### src/rtl/fifo_rd_arbiter.sv
// Round-robin arbiter sharing one FIFO read port among NUM_REQ consumers in bounded bursts.
// Each word reaches its consumer one cycle after rd_en; a granted consumer's ready low stalls its burst.
module fifo_rd_arbiter #(
    parameter int NUM_REQ    = 4,
    parameter int DATA_WIDTH = 8,
    parameter int BURST_W    = 4
) (
    input  logic                  rd_clk,
    input  logic                  rd_reset,
    input  logic                  arb_en,
    input  logic [BURST_W-1:0]    cfg_burst_len,
    input  logic [NUM_REQ-1:0]    req,
    input  logic [NUM_REQ-1:0]    cons_ready,
    input  logic                  fifo_empty,
    input  logic [DATA_WIDTH-1:0] fifo_rd_data,
    output logic                  fifo_rd_en,
    output logic [NUM_REQ-1:0]    gnt,
    output logic [NUM_REQ-1:0]    cons_valid,
    output logic [DATA_WIDTH-1:0] cons_data,
    output logic                  busy
);

    localparam int IDX_W = (NUM_REQ > 1) ? $clog2(NUM_REQ) : 1;

    localparam logic [1:0] IDLE    = 2'd0;
    localparam logic [1:0] BURST   = 2'd1;
    localparam logic [1:0] RELEASE = 2'd2;

    logic [1:0]         state;
    logic [IDX_W-1:0]   g_idx;
    logic [IDX_W-1:0]   rr_ptr;
    logic [IDX_W-1:0]   winner;
    logic               found;
    logic [BURST_W-1:0] cnt;
    logic [BURST_W-1:0] limit;
    logic [BURST_W-1:0] burst_lim;
    logic               last_issue;
    logic               burst_done;

    // Scan downward so the smallest offset after rr_ptr is the last (winning) assignment.
    always_comb begin
        int pos;
        logic [IDX_W-1:0] pos_i;
        winner = '0;
        found  = 1'b0;
        pos    = 0;
        pos_i  = '0;
        for (int k = NUM_REQ; k >= 1; k--) begin
            pos = int'(rr_ptr) + k;
            if (pos >= NUM_REQ) pos = pos - NUM_REQ;
            pos_i = IDX_W'(pos);
            if (req[pos_i]) begin
                winner = pos_i;
                found  = 1'b1;
            end
        end
    end

    assign burst_lim  = (cfg_burst_len == '0) ? BURST_W'(1) : cfg_burst_len;
    assign fifo_rd_en = (state == BURST) && req[g_idx] && cons_ready[g_idx]
                        && !fifo_empty && (cnt < limit);
    assign last_issue = fifo_rd_en && ((cnt + BURST_W'(1)) == limit);
    assign burst_done = last_issue || !req[g_idx] || (fifo_empty && !fifo_rd_en);
    assign busy       = (state != IDLE);
    assign cons_data  = fifo_rd_data;

    always_ff @(posedge rd_clk or posedge rd_reset) begin
        if (rd_reset) begin
            state      <= IDLE;
            gnt        <= '0;
            g_idx      <= '0;
            rr_ptr     <= IDX_W'(NUM_REQ - 1);
            cnt        <= '0;
            limit      <= '0;
            cons_valid <= '0;
        end else begin
            // Strobe steered by the index held at issue, independent of gnt dropping.
            cons_valid <= fifo_rd_en ? (NUM_REQ'(1) << g_idx) : '0;
            case (state)
                IDLE: begin
                    if (arb_en && found && !fifo_empty) begin
                        state <= BURST;
                        g_idx <= winner;
                        gnt   <= NUM_REQ'(1) << winner;
                        limit <= burst_lim;
                        cnt   <= '0;
                    end
                end
                BURST: begin
                    if (fifo_rd_en) cnt <= cnt + BURST_W'(1);
                    if (burst_done) begin
                        state <= RELEASE;
                        gnt   <= '0;
                    end
                end
                RELEASE: begin
                    rr_ptr <= g_idx;
                    state  <= IDLE;
                end
                default: state <= IDLE;
            endcase
        end
    end

endmodule

### config.mk
export PLATFORM = sky130hd
export DESIGN_NAME = fifo_rd_arbiter
export DESIGN_NICKNAME = d
export VERILOG_FILES = /design/src/rtl/fifo_rd_arbiter.sv
export SDC_FILE = /design/constraint.sdc
export NUM_CORES = 1
export LEC_CHECK = 0
export BUFFER_PORTS_ARGS = -buffer_cell sky130_fd_sc_hd__buf_4
export CORE_ASPECT_RATIO = 0.9
export CORE_UTILIZATION = 35
export DETAILED_ROUTE_END_ITERATION = 8
export GPL_ROUTABILITY_DRIVEN = 0
export HOLD_SLACK_MARGIN = 0.03
export PLACE_DENSITY = 0.66
export SLEW_MARGIN = 25
export SYNTH_ARGS = -nofsm -noshare
export SYNTH_HDL_FRONTEND = slang
export SYNTH_SLANG_ARGS = --single-unit
### constraint.sdc
create_clock -name rd_clk -period 1.9 [get_ports rd_clk]
set_input_delay 0.19 -clock rd_clk [delete_from_list [all_inputs] [get_ports rd_clk]]
set_output_delay 0.19 -clock rd_clk [all_outputs]
set_load 0.02 [all_outputs]
==> results of run 1 <==
[cell families (layout without fill, tap and decap cells)]
kind of cell,after synthesis,after routing,share of synthesized area (%)
buffers and inverters,20,53,8.98
XOR/XNOR,4,4,4.98
flip-flops,22,22,43.2
AO/OA/AOI/OAI,17,17,10.2
multiplexers,10,10,10.3
AND/OR/NAND/NOR,39,39,17.6
adder cells (fa/ha/maj),5,5,4.88
[flip-flops by register name (all words and copies together) (netlist names)]
signal / count
state: 2
limit: 4
gnt: 4
g_idx: 2
cnt: 4
cons_valid: 4
rr_ptr: 2
[power by group through the flow]
stage                     logic (mW)  registers [mW]  clock network, mW
after floorplan                0.532           0.732                  0
after global placement         0.700           0.752                  0
after detailed placement       0.720           0.755                  0
after CTS                      0.823           0.734              0.456
after global routing           0.986           0.769              0.473
final                          0.900           0.745              0.441
[metrics by stage]
step	std cells	TNS [ps]
floorplan	117	-12.7
global placement	185	-105
detailed placement	185	-253
CTS	194	-109
global route	194	-203
finish	194	0
[worst max-delay path: cells and delay by family, from the launching register on]
kind / cells / cell delay, ps
AND/OR/NAND/NOR: 2 / 510
AO/OA/AOI/OAI: 2 / 490
XOR/XNOR: 1 / 410
flip-flops: 1 / 380
[area by class of cell]
cell class | instances | area [um^2] | area share, %
inverter | 7 | 26.3 | 1.53
multi-input combinational | 75 | 684 | 39.8
clock buffer | 3 | 41.3 | 2.40
clock inverter | 1 | 30.0 | 1.75
timing repair buffer | 42 | 325 | 18.9
tap | 44 | 55.1 | 3.20
sequential | 22 | 557 | 32.4
[layer usage]
metal	vias to the layer above	share of wire, %	routed length [um]
met3	8	4.7	127
met4	0	2.4	64
met1	462	45	1220
met2	24	48	1310
met5	-	0	0
li1	463	-	-
[cell usage in the layout (no fill, tap or decap), types with 2 or more instances in the layout]
cell      instances
buf_6             2
ha_1              3
nand2_1          12
mux2i_1           3
o21ai_0           4
dfrtp_1          17
a22o_1            4
nor3b_4           2
nand2b_1          5
buf_4            39
dfrtp_2           3
nor2_1            4
a21oi_1           3
inv_1             7
ha_4              2
mux4_2            2
mux2_2            5
clkbuf_8          3
dfstp_2           2
nor2b_1           2
[final timing paths]
path | from | endpoint | slack (ps) | cells after the start
worst max-delay path | limit[2]$_DFFE_PP0P_ | gnt[1]$_DFFE_PP0P_ | 7 | 5
worst min-delay path | cfg_burst_len[1] | limit[1]$_DFFE_PP0P_ | 170 | 2
worst max register to register | limit[2]$_DFFE_PP0P_ | gnt[1]$_DFFE_PP0P_ | 7 | 5
worst min register to register | limit[0]$_DFFE_PP0P_ | limit[0]$_DFFE_PP0P_ | 510 | 2
max in group asynchronous | rd_reset | rr_ptr[1]$_DFFE_PP1N_ | 1120 | 4
min in group asynchronous | rd_reset | cons_valid[3]$_DFF_PP0_ | 510 | 4
[timing repair]
action	CTS	global route
gates resized for setup	5	13
endpoints found under the setup margin	5	8
pin swaps	4	5
hold buffers	1	0
buffers inserted	5	0
endpoints found under the hold margin	20	0
==> impl_metrics.toml, run 1 <==
[power_and_ir_drop]
internal_power_mw = 1.40
sw_frac_of_total_pct = 33.0
total_power_mw = 2.09
p_per_area_nw_per_um2 = 1210
static-leakage-power_nw = 0.824
power.share.combinational_pct = 43.2
power.switching_mw = 0.688
clkPwrFrac_pct = 21.1
peakVddDrop_mv = 0.427
power_frac_seq_pct = 35.7

[drt]
drtIter0Drc = 38
ant_nets = 0
routed_wl_um = 2720
num_vias = 957
drcViolationCount = 0
viasPerCell = 4.93
drt_pass1_iterations = 4
wire_per_inst_um = 14.0

[clocking]
clock_sinks = 22
clk_pin_slew_ps = 80
h-tree-depth = 1
insertion_delay_ps = 270
clockBufferDepth = 2
cts_tree = "yes"
cts_buffers = 3
cts_root_buf = "clkbuf_8"

[timing]
min_period_ps = 1890
hold_viol_final = 0
fin_ws_ps = 7.13
relSlewSlack_pct = 78.0
period_share_pct = 99.6
rsz0062_at_grt = "yes"
max_freq_mhz = 528
worstMarginPinSlew_ps = 329
maxSlewViolCount = 0
fin_skew_ps = 3.63
holdWs_ps = 166
finalSetupViolations = 0

[synth]
synth_edf_count = 0
ys.warnings.count = 0
yosysSeqAreaShare_pct = 43.2
ys_async_sr_fraction_pct = 100
avgSynthCellArea_um2 = 11.0
synth.top_cell.area_share_pct = 39.1
ys_ff_latch = 22
yosys.area.top_type = "dfrtp_1"
synth_ff_type = "dfrtp_1"
synthCells = 117
syn_area_um2 = 1280
yosysMostFrequentCell = "dfrtp_1"
synth_cell_types = 36
synth_commonest_cells = "dfrtp_1, nand2_1, buf_4, inv_1, nand2b_1"
synthTopCellsByArea = "dfrtp_1, buf_4, ha_1"
syn-num-nets = 146

[outcome]
status = "finished, final reports clean"

[worst_setup_path]
crit_chain = "xor3_1, or3_4, o41ai_4, nand2_2, a22o_1"
cpMaxStageDelayCell = "xor3_1"
end_kind = "register"
critPathRequiredTime_ps = 2060
path_class = "reg2reg"
start_kind = "register"
worstPathArrival_ps = 2060
critPathMaxFanout = 4
cpPeakStageDelay_ps = 410

[floorplan]
die_y_um = 59.4
coreArea_um2 = 3430
die_w_um = 65.8
start_util_pct = 37.4
row_count = 20
die-area_um2 = 3910
io_pins = 42

[final_layout]
synthToLayoutAreaGrowth_pct = 34.2
fill_cells = 298
fin_util_pct = 50.1
antenna_cells = 0
post-route-cell-area_um2 = 1720
fin_nets = 180
drive_gt1_share_pct = 48.0

[placement]
numPortBuffers = 25
place_ws_ps = -64.0
dpl_cell_area_um2 = 1530
dp_hpwl_um = 1920

[global_route]
grt_start_max_net_pins = 23
met2_usage_pct = 24.5
grtUsageMet3_pct = 2.69
grt.busiest_layer = "met2"
met1_usage_pct = 21.5
grt_overflow = 0
grt_antenna_before_repair = 0
grt_pass1_wl_um = 4590
grt_pass1_vias = 959
grtUsageTotal_pct = 16.0

[flow_run]
cap_violations = 0

[worst_hold_path]
worstHoldPathType = "in2reg"
No activity file was read; power rests on OpenSTA's default activity.
==> run 2: changes to the inputs <==
--- a/config.mk
+++ b/config.mk
@@ -6,12 +6,14 @@
 export NUM_CORES = 1
 export LEC_CHECK = 0
 export BUFFER_PORTS_ARGS = -buffer_cell sky130_fd_sc_hd__buf_4
+export CAP_MARGIN = 20
 export CORE_ASPECT_RATIO = 0.9
 export CORE_UTILIZATION = 35
 export DETAILED_ROUTE_END_ITERATION = 8
 export GPL_ROUTABILITY_DRIVEN = 0
 export HOLD_SLACK_MARGIN = 0.03
 export PLACE_DENSITY = 0.66
+export RECOVER_POWER = 100
 export SLEW_MARGIN = 25
 export SYNTH_ARGS = -nofsm -noshare
 export SYNTH_HDL_FRONTEND = slang
==> run 2 against run 1 <==
Critical path depth did not move. Clock skew rose by 1.6 ps. Global-route usage did not move. Clock power barely moved. Highest routed layer unchanged. Final cell count did not move. Largest cell class unchanged. Largest power group unchanged. Hold slack barely moved. Combinational power fell by 5.2%. Core utilization fell by 1.4 points. Critical endpoint unchanged. Setup slack improved by 5.1 ps.
==> impl_metrics.toml, run 2 (synthesis gave the netlist of run 1 again) <==
[worst_setup_path]
cp_num_buf_inv = 0
path_class = "reg2reg"
path_delay_family = "simple AND/OR/NAND/NOR gates"
start_kind = "register"
critPathMaxFanout = 4
critPathRequiredTime_ps = 2070
cpPeakStageDelay_ps = 410
rrSetupSlack_ps = 10
crit_chain = "xor3_1, or3_4, o41ai_4, nand2_2, a22o_1"
r2r_cells = 5
reg2reg_from = "limit[2]$_DFFE_PP0P_"
r2r-end = "gnt[1]$_DFFE_PP0P_"
worstPathArrival_ps = 2050
cpMaxStageDelayCell = "xor3_1"
end_kind = "register"

[clocking]
clockBufferDepth = 2
clk_pin_slew_ps = 80
insertion_delay_ps = 270
cts_tree = "yes"
cts_buffers = 3
clock_sinks = 22
cts_root_buf = "clkbuf_8"
h-tree-depth = 1

[global_route]
grtUsageTotal_pct = 16.0
grt_pass1_vias = 959
grt_start_max_net_pins = 23
grt_pass1_wl_um = 4590
grt_antenna_before_repair = 0
grt_overflow = 0

[worst_hold_path]
hold_depth = 2
worstHoldPathType = "in2reg"
min_to = "limit[1]$_DFFE_PP0P_"
hold_path_startpoint = "cfg_burst_len[1]"

[timing]
maxSlewViolCount = 0
worstMarginPinSlew_ps = 546
fin_skew_ps = 5.19
relSlewSlack_pct = 63.6
max_freq_mhz = 530
finalSetupViolations = 0
rsz0062_at_grt = "yes"
min_period_ps = 1890
period_share_pct = 99.4
hold_viol_final = 0

[drt]
drt_pass1_iterations = 4
num_vias = 961
wire_per_inst_um = 14.0
routed_wl_um = 2730
viasPerCell = 4.95
ant_nets = 0
drtIter0Drc = 41
drcViolationCount = 0

[final_layout]
stdcell_count = 194
drive_gt1_share_pct = 40.7
post-route-cell-area_um2 = 1670
fill_cells = 317
fin_nets = 180
final_cell_mix = "buf_4, dfrtp_1, nand2_1"
synthToLayoutAreaGrowth_pct = 30.4
antenna_cells = 0
mostFrequentLayoutCell = "buf_4"
fin_util_pct = 48.7

[power_and_ir_drop]
total_power_mw = 2.04
p_per_area_nw_per_um2 = 1220
static-leakage-power_nw = 0.777
peakVddDrop_mv = 0.409

[floorplan]
die_y_um = 59.4
start_util_pct = 37.4
die_w_um = 65.8
die-area_um2 = 3910
coreArea_um2 = 3430
row_count = 20
io_pins = 42

[flow_run]
cap_violations = 0

[placement]
placedCellCount = 185
dp_hpwl_um = 1920
numPortBuffers = 25
dpl_cell_area_um2 = 1530

[outcome]
status = "finished, final reports clean"
-- run 2: cell types whose count changed in the layout (fill, tap and decap cells not counted) --
cell | previous run | this run
clkbuf_2 | 0 | 3
clkbuf_1 | 0 | 11
buf_4 | 39 | 24
clkbuf_4 | 0 | 1
-- run 2: through the flow --
stage	setup WS, ps	setup TNS [ps]	hold WS (ps)
floorplan	-3.18	-12.7	178
global placement	-26.4	-105	243
detailed placement	-64.0	-253	251
CTS	-40.7	-109	160
global route	-60.2	-243	165
finish	12.2	0	166
-- run 2: what timing repair did --
action | in CTS | in global routing
cloned | 0 | 0
hold buffers | 1 | 0
setup endpoints to repair | 5 | 8
setup buffers | 5 | 0
hold endpoints to repair | 20 | 0
resized for setup | 5 | 13
pin swaps | 4 | 5
-- run 2: cell type report --
class | count | area, um^2 | area share (%)
timing repair buffer | 42 | 277 | 16.6
multi-input combinational | 75 | 684 | 41.0
clock inverter | 1 | 30.0 | 1.80
sequential | 22 | 557 | 33.3
tap | 44 | 55.1 | 3.30
inverter | 7 | 26.3 | 1.57
clock buffer | 3 | 41.3 | 2.47
-- run 2: power by group --
group	switching (mW)	internal, mW
Combinational	0.402	0.451
Clock	0.162	0.282
Sequential	0.127	0.617
-- run 2: worst max path at each step --
stage,from,endpoint,depth (start not counted)
2_1_floorplan,cnt[0]$_DFFE_PP0P_,gnt[0]$_DFFE_PP0P_,6
3_3_place_gp,cnt[0]$_DFFE_PP0P_,gnt[2]$_DFFE_PP0P_,6
3_5_place_dp,cnt[0]$_DFFE_PP0P_,gnt[2]$_DFFE_PP0P_,6
4_1_cts,cnt[0]$_DFFE_PP0P_,gnt[1]$_DFFE_PP0P_,6
5_1_grt,limit[2]$_DFFE_PP0P_,gnt[1]$_DFFE_PP0P_,5
6_report,limit[2]$_DFFE_PP0P_,gnt[1]$_DFFE_PP0P_,5
-- run 2: layer usage --
layer	global-route usage [%]	wire, um
met2	24.5	1310
met5	0	0
met3	2.69	133
met4	9.01	64
met1	21.5	1220
==> run 3: changes to the inputs <==
==> constraint.sdc (replaced) <==
create_clock -name rd_clk -period 1.9 [get_ports rd_clk]
set_input_delay 0.38 -clock rd_clk [delete_from_list [all_inputs] [get_ports rd_clk]]
set_output_delay 0.38 -clock rd_clk [all_outputs]
set_load 0.02 [all_outputs]
==> run 3 against run 2 <==
Register-to-register slack lost 100 ps. The run now ends with setup timing left. Setup slack lost 100 ps. Clock-buffer cell count grew 1. Critical path depth is the same. Fmax shrank 5.3%. Sequential power is essentially flat. Combinational power grew 4.6%. Final cell count grew 0.52%. Clock skew is essentially flat.
==> impl_metrics.toml, run 3 (synthesis gave the netlist of run 1 again) <==
[power_and_ir_drop]
p_per_area_nw_per_um2 = 1160
total_power_mw = 1.98
static-leakage-power_nw = 0.800
peakVddDrop_mv = 0.394

[timing]
hold_viol_final = 0
period_share_pct = 105
fin_ws_ps = -92.7
worstMarginPinSlew_ps = 1170
fin_skew_ps = 5.18
finalSetupViolations = 5
maxSlewViolCount = 0
min_period_ps = 1990
holdWs_ps = 351
max_freq_mhz = 502
rsz0062_at_grt = "yes"
relSlewSlack_pct = 22.1

[global_route]
grt_antenna_before_repair = 0
grt_start_max_net_pins = 23
grt_overflow = 0
grtUsageTotal_pct = 16.5
grt_pass1_vias = 948
grt_pass1_wl_um = 4710

[worst_setup_path]
path_class = "reg2reg"
cpPeakStageDelay_ps = 440
critPathMaxFanout = 4
cpMaxStageDelayCell = "dfrtp_1"
critPathRequiredTime_ps = 2060
rrSetupSlack_ps = -90
r2r-end = "gnt[1]$_DFFE_PP0P_"
reg2reg_from = "cnt[2]$_DFFE_PP0P_"
crit_chain = "xor3_1, or3_4, o41ai_4, nand2_2, a22o_1"
crit_start = "cnt[2]$_DFFE_PP0P_"
worstPathArrival_ps = 2150
r2r_cells = 5
end_kind = "register"
start_kind = "register"

[placement]
placedCellCount = 185
numPortBuffers = 25
dp_hpwl_um = 1980

[final_layout]
final_cell_mix = "buf_4, dfrtp_1, nand2_1"
drive_gt1_share_pct = 42.4
antenna_cells = 0
synthToLayoutAreaGrowth_pct = 32.9
mostFrequentLayoutCell = "buf_4"
fin_nets = 181
fin_util_pct = 49.7
stdcell_count = 195

[worst_hold_path]
worstHoldPathType = "in2reg"
min_to = "limit[2]$_DFFE_PP0P_"
hold_path_startpoint = "cfg_burst_len[2]"
hold_depth = 2

[drt]
drcViolationCount = 0
drt_pass1_iterations = 4
routed_wl_um = 2870
wire_per_inst_um = 14.7
viasPerCell = 4.76
ant_nets = 0
drtIter0Drc = 56
num_vias = 929

[floorplan]
io_pins = 42
row_count = 20
die_y_um = 59.4
die_w_um = 65.8
die-area_um2 = 3910
coreArea_um2 = 3430
start_util_pct = 37.4

[clocking]
h-tree-depth = 1
cts_root_buf = "clkbuf_8"
holdBufCountCts = 0
clock_sinks = 22
clockBufferDepth = 2
cts_buffers = 3
cts_tree = "yes"
clk_pin_slew_ps = 80
insertion_delay_ps = 270

[outcome]
violations = "setup timing"
status = "finished with violations"

[flow_run]
cap_violations = 0
## run 3: cell types whose count changed in the layout (fill, tap and decap cells not counted), moves of 2 or more
cell / delta
dfrtp_2: -2
dfrtp_1: +2
clkbuf_2: -2
buf_4: +4
## run 3: routing by layer
layer	vias up	wire, um	GRT usage (%)
li1	461	-	-
met1	440	1270	20.4
met2	22	1410	27.4
met3	6	131	4.04
met4	0	54	7.14
met5	-	0	0
## run 3: worst max-delay path: cells and delay by family, from the launching register on
family | cells | cell delay, ps
AND/OR/NAND/NOR | 2 | 530
AO/OA/AOI/OAI | 2 | 510
flip-flops | 1 | 440
XOR/XNOR | 1 | 400
## run 3: layout make-up
type                    instances  area [um^2]
flip-flops and latches         22          554
clock buffers                   4         55.1
repair buffers                 43          303
fillers                       300         1730
multi-input cells              75          709
inverters                       7         26.3
well taps                      44         55.1
## run 3: worst max-delay path by stage
stage | cells after the start | slack [ps] | to
floorplan | 6 | -3 | gnt[0]$_DFFE_PP0P_
global placement | 6 | -20 | gnt[1]$_DFFE_PP0P_
detailed placement | 6 | -110 | gnt[1]$_DFFE_PP0P_
CTS | 4 | -90 | fifo_rd_en
global route | 4 | -160 | fifo_rd_en
finish | 5 | -90 | gnt[1]$_DFFE_PP0P_
## run 3: what timing repair did
item / CTS / global route
gates resized for setup: 14 / 6
pin swaps: 6 / 4
setup buffers: 3 / 3
endpoints found under the setup margin: 6 / 7
## run 3: stage by stage
| step | worst slack [ps] | area (um^2) | TNS [ps] |
|---|---|---|---|
| CTS | -89.0 | 1690 | -179 |
| finish | -92.7 | 1700 | -405 |
| detailed placement | -110 | 1540 | -433 |
| global placement | -22.0 | 1540 | -86.6 |
| global route | -163 | 1700 | -790 |
| floorplan | -3.18 | 1280 | -12.7 |
## run 3: report_power, final
part | leakage, nW | switching [mW] | internal (mW) | total (mW)
Combinational | 0.488 | 0.419 | 0.473 | 0.892
Clock | 0.0288 | 0.159 | 0.185 | 0.344
Sequential | 0.283 | 0.130 | 0.613 | 0.743
Total | 0.800 | 0.707 | 1.27 | 1.98
